$ cat config.mk
export PLATFORM = sky130hd
export DESIGN_NAME = hazard_fwd_unit
export DESIGN_NICKNAME = d
export VERILOG_FILES = /design/src/rtl/hazard_fwd_unit.sv
export SDC_FILE = /design/constraint.sdc
export NUM_CORES = 1
export LEC_CHECK = 0
export ABC_AREA = 1
export CORE_ASPECT_RATIO = 0.75
export CORE_UTILIZATION = 55
export DETAILED_ROUTE_END_ITERATION = 12
export PLACE_DENSITY = 0.83
export SETUP_SLACK_MARGIN = 0.02
export SLEW_MARGIN = 20
export SYNTH_ARGS = -nofsm -noshare
export SYNTH_HDL_FRONTEND = slang
export SYNTH_SLANG_ARGS = --single-unit
$ cat constraint.sdc
create_clock -name clk -period 2.7 [get_ports clk]
set_input_delay 0.27 -clock clk [delete_from_list [all_inputs] [get_ports clk]]
set_output_delay 0.27 -clock clk [all_outputs]
set_load 0.1 [all_outputs]
$ cat src/rtl/hazard_fwd_unit.sv
// Hazard detection and operand-forwarding unit for an in-order MIPS-style pipeline.
// Tracks destination registers of in-flight stages and resolves RAW hazards by forwarding or stalling.
module hazard_fwd_unit #(
    parameter int DEPTH  = 3,
    parameter int FWD_EN = 1,
    parameter int CNT_W  = 16,
    localparam int SEL_W = $clog2(DEPTH + 1)
) (
    input  logic             clk,
    input  logic             rst,
    input  logic [31:0]      id_inst,
    input  logic             id_valid,
    input  logic             flush,
    output logic             stall,
    output logic [SEL_W-1:0] fwd_a_sel,
    output logic [SEL_W-1:0] fwd_b_sel,
    output logic [CNT_W-1:0] stall_count
);

    localparam logic [5:0] OP_RTYPE = 6'h00;
    localparam logic [5:0] OP_J     = 6'h02;
    localparam logic [5:0] OP_JAL   = 6'h03;
    localparam logic [5:0] OP_BEQ   = 6'h04;
    localparam logic [5:0] OP_BNE   = 6'h05;
    localparam logic [5:0] OP_ADDI  = 6'h08;
    localparam logic [5:0] OP_SLTI  = 6'h0A;
    localparam logic [5:0] OP_LW    = 6'h23;
    localparam logic [5:0] OP_SW    = 6'h2B;

    localparam logic [5:0] FN_SLL = 6'h00;
    localparam logic [5:0] FN_SRL = 6'h02;
    localparam logic [5:0] FN_JR  = 6'h08;
    localparam logic [5:0] FN_ADD = 6'h20;
    localparam logic [5:0] FN_SUB = 6'h22;
    localparam logic [5:0] FN_SLT = 6'h2A;

    logic [5:0] opcode;
    logic [5:0] funct;
    logic [4:0] rs, rt, rd;
    logic       unused_shamt;

    assign opcode       = id_inst[31:26];
    assign rs           = id_inst[25:21];
    assign rt           = id_inst[20:16];
    assign rd           = id_inst[15:11];
    assign funct        = id_inst[5:0];
    assign unused_shamt = ^id_inst[10:6];

    logic       a_used, b_used, has_dest, id_is_load;
    logic [4:0] a_reg, b_reg, id_dest;

    always_comb begin
        a_used     = 1'b0;
        b_used     = 1'b0;
        has_dest   = 1'b0;
        id_is_load = 1'b0;
        a_reg      = rs;
        b_reg      = rt;
        id_dest    = rd;
        case (opcode)
            OP_RTYPE: begin
                case (funct)
                    FN_ADD, FN_SUB, FN_SLT: begin
                        a_used   = 1'b1;
                        b_used   = 1'b1;
                        has_dest = 1'b1;
                    end
                    FN_SLL, FN_SRL: begin
                        // Shifts take their data operand from rt, routed onto port A.
                        a_used   = 1'b1;
                        a_reg    = rt;
                        has_dest = 1'b1;
                    end
                    FN_JR: a_used = 1'b1;
                    default: ;
                endcase
            end
            OP_ADDI, OP_SLTI, OP_LW: begin
                a_used     = 1'b1;
                has_dest   = 1'b1;
                id_dest    = rt;
                id_is_load = (opcode == OP_LW);
            end
            OP_SW, OP_BEQ, OP_BNE: begin
                a_used = 1'b1;
                b_used = 1'b1;
            end
            OP_JAL: begin
                has_dest = 1'b1;
                id_dest  = 5'd31;
            end
            OP_J:    ;
            default: ;
        endcase
    end

    // Scoreboard: bit/element 0 is EXE, DEPTH-1 is WB.
    logic [DEPTH-1:0]      valid_reg;
    logic [DEPTH-1:0]      load_reg;
    logic [DEPTH-1:0][4:0] dest_reg;
    logic [CNT_W-1:0]      stall_count_reg;

    logic [DEPTH-1:0] a_hit, b_hit;

    generate
        for (genvar gi = 0; gi < DEPTH; gi++) begin : g_match
            assign a_hit[gi] = a_used && (a_reg != 5'd0) && valid_reg[gi] && (dest_reg[gi] == a_reg);
            assign b_hit[gi] = b_used && (b_reg != 5'd0) && valid_reg[gi] && (dest_reg[gi] == b_reg);
        end
    endgenerate

    logic [SEL_W-1:0] a_sel_raw, b_sel_raw;

    // Scan oldest to youngest so the youngest matching stage wins.
    always_comb begin
        a_sel_raw = '0;
        b_sel_raw = '0;
        for (int k = DEPTH - 1; k >= 0; k--) begin
            if (a_hit[k]) a_sel_raw = SEL_W'(k + 1);
            if (b_hit[k]) b_sel_raw = SEL_W'(k + 1);
        end
    end

    logic hazard, push;

    always_comb begin
        if (FWD_EN != 0)
            hazard = (a_hit[0] || b_hit[0]) && load_reg[0];
        else
            hazard = (|a_hit) || (|b_hit);
        stall = !rst && id_valid && !flush && hazard;
        if ((FWD_EN != 0) && !rst && !stall) begin
            fwd_a_sel = a_sel_raw;
            fwd_b_sel = b_sel_raw;
        end else begin
            fwd_a_sel = '0;
            fwd_b_sel = '0;
        end
        push = id_valid && !stall && !flush && has_dest && (id_dest != 5'd0);
    end

    always_ff @(posedge clk) begin
        if (rst) begin
            valid_reg       <= '0;
            load_reg        <= '0;
            dest_reg        <= '0;
            stall_count_reg <= '0;
        end else begin
            valid_reg <= {valid_reg[DEPTH-2:0], push};
            load_reg  <= {load_reg[DEPTH-2:0], id_is_load};
            dest_reg  <= {dest_reg[DEPTH-2:0], id_dest};
            if (stall && (stall_count_reg != {CNT_W{1'b1}}))
                stall_count_reg <= stall_count_reg + 1'b1;
        end
    end

    assign stall_count = stall_count_reg;

endmodule

==> qor.txt, run 1 <==
Post-Syn Instances: 386
crit path DAT: 2.43 ns
status: finished, violations left
failing checks: setup timing
total power: 1.17 mW
largest net degree at the start of global routing: 33
setup_tns: -0.00487 ns
drt first pass iters: 5
Worst Setup Slack, final: -0.00487 ns
critical-path cell list: dlygate4sd2_1 -> nor2_4 -> nand2_4 -> nor2_8 -> buf_6 -> buf_6 -> nand3_1 -> nand3_1 -> nand2_1 -> inv_1 -> nand2_2 -> nor2_4 -> nand3_4 -> a21oi_4 -> nand2_2 -> buf_4 -> inv_2 -> buf_12
total number of vias: 3194
WL/cell: 17.4 µm
total track usage: 0.316
Period minus WS final: 2.70 ns
Synth Register Bits: 35
initial antenna violation count: 0
Mapped Nets: 423
CTS max path bufs: 2
worst vdd ir: 0.344 mV
Yosys top cell area share: 0.268
maximum operating frequency: 370 MHz
Worst-Margin Slew: 0.445 ns
max reg flops: 16
Async S/R FF share, synth: 0
vias per inst: 6.02
I/O Buffers: 51
Initial Util: 0.579
YS warnings: 0
fin crit share: 1.00
first-pass GRT wire length: 11800 µm
DRT antenna net count: 0
gpl congestion: 0.943
final wirelength: 9250 µm
max-slew violations: 0
row cnt: 21
total gr overflow: 0
vias in the first global route: 2580
H-tree depth: 2
chip height: 61.7 µm
Seq/Total Area, Yosys: 0.268
count of final hold-check violations: 0
MaxCap Viol Count: 0
Sink Count: 35
dominant cell type by area after synthesis: dfxtp_1
Worst Path Max Fanout: 5
diode count: 0
commonest cells after routing, fill and taps aside: inv_1 (57), nor2_1 (52), buf_4 (48)
CTS buffer count: 5
highest-delay cell along the critical path: dlygate4sd2_1
Main synth FF type: dfxtp_1
hold_buf cts: 0
Worst Hold Class: input port to register
Leak Pwr: 1.62 nW
Mean Syn Cell Area: 6.78 µm²
Required @ worst endpoint: 2.43 ns
DRC viols: 0
post-layout util: 0.830
pwr/cell area: 311 nW/µm²
Yosys cell types: 39
area of the core: 4520 µm²
final setup violation count: 1
Area contributors post-synth: dfxtp_1 (27%), inv_1 (8.8%), nor2_1 (8.2%)
share of layout cells above drive strength 1: 0.321
synth-to-layout area growth: 43.4%
dpl hpwl: 5640 µm
critical path class: input port to output pin
commonest non-fill, non-tap cell in the layout: inv_1
Final nets: 511
die area: 5040 µm²
type of origin of the critical path: input port
Clk pin slew, worst setup/hold paths: 0.07 ns
endpoint class of the critical path: output pin
RSZ-0062 raised after global routing: true
I/O Pins: 57
TritonCTS clock tree: done
Post-synth EDFFs: 0
slew margin rel.: 0.701
Max stage delay on crit path: 0.26 ns
CTS Root Cell: clkbuf_8
number of DRC markers in iteration 0: 302
worst skew pair latency: 0.29 ns
clock skew: 0.00878 ns
Die X: 81.6 µm
synthesized cell area: 2620 µm²
## stage by stage
stage               instance area [µm²]  setup slack, ns  hold WS, ns  cells
floorplan                          2620           -0.350        0.409    386
global placement                   3340          -0.0646        0.442    508
detailed placement                 3340           -0.143        0.442    508
CTS                                3540          0.00492        0.453    523
global route                       3750          -0.0968        0.395    531
finish                             3750         -0.00487        0.376    531
## logic make-up (layout without fill, tap and decap cells)
family,after synthesis,in the layout,synth area share
xor gates and xnor gates,16,16,0.0536
adders and majority gates,1,1,0.00478
DFF,35,35,0.268
AOI/OAI and AO/OA,47,47,0.124
and+or+nand+nor,215,215,0.436
buffers and inverters,72,160,0.114
## final timing paths
check	start	endpoint	slack, ns	depth (start not counted)
min	id_inst[30]	load_reg[0]	0.38	4
min reg2reg	valid_reg[0]	valid_reg[1]	0.50	2
max	id_inst[2]	stall	-0.005	18
max reg2reg	stall_count[2]	stall_count[15]	0.69	10
## power by group
part           leakage [nW]  internal, mW  switching, mW
clock                0.0470         0.200          0.195
sequential            0.285         0.527         0.0105
combinational          1.29        0.0981          0.135
## area by class of cell
class | instances | area (µm²)
clock buffer | 6 | 82.6
clock inverter | 1 | 5.00
fill | 283 | 768
inverter | 64 | 243
multi-input combinational | 279 | 1800
sequential | 35 | 701
tap | 57 | 71.3
timing repair buffer | 89 | 853
## worst max-delay path: cells and delay by family
kind | cells | cell delay (ns)
and+or+nand+nor | 10 | 1.06
AOI/OAI and AO/OA | 1 | 0.15
buffers and inverters | 7 | 0.94
## synth_stat cells (2+ instances only)
library cell	n
nor2_1	57
clkbuf_1	3
xor2_1	13
inv_1	61
nor2_2	2
xnor2_1	3
nor2_4	6
a21oi_2	10
nand4_2	2
inv_2	2
nand2_4	4
buf_6	3
o21bai_1	2
a21oi_1	8
a221oi_1	3
nand4_1	21
nor4_1	4
o21ai_0	8
nand3_1	30
nor2_8	2
nand2_2	20
nor3_1	6
nand2_1	54
o22ai_1	10
nand3_2	4
dfxtp_1	35
## what timing repair did
action                     in CTS  in global routing
setup buffers                   8                  8
pin swaps                      16                 26
cloned                          0                  0
gates resized for setup        25                 39
setup endpoints to repair       5                  5
## metal layers
layer	GRT usage	up-vias	wire length [µm]	share of wire
li1	-	1442	-	-
met5	0	-	0	0
met2	0.480	233	4230	0.46
met4	0.135	0	440	0.048
met1	0.433	1452	3560	0.39
met3	0.0745	67	1020	0.11
(Power assumes the default switching activity.)
==> inputs of run 2 (changes only) <==
Settings changed: CAP_MARGIN from default to 20.
==> results of run 2 <==
No change in the layout: final DEF, timing and power equal those of run 1.
==> inputs of run 3 (changes only) <==
Settings changed: CAP_MARGIN 20 to default.
==> results of run 3 <==
No change in the layout: final DEF, timing and power equal those of run 1.
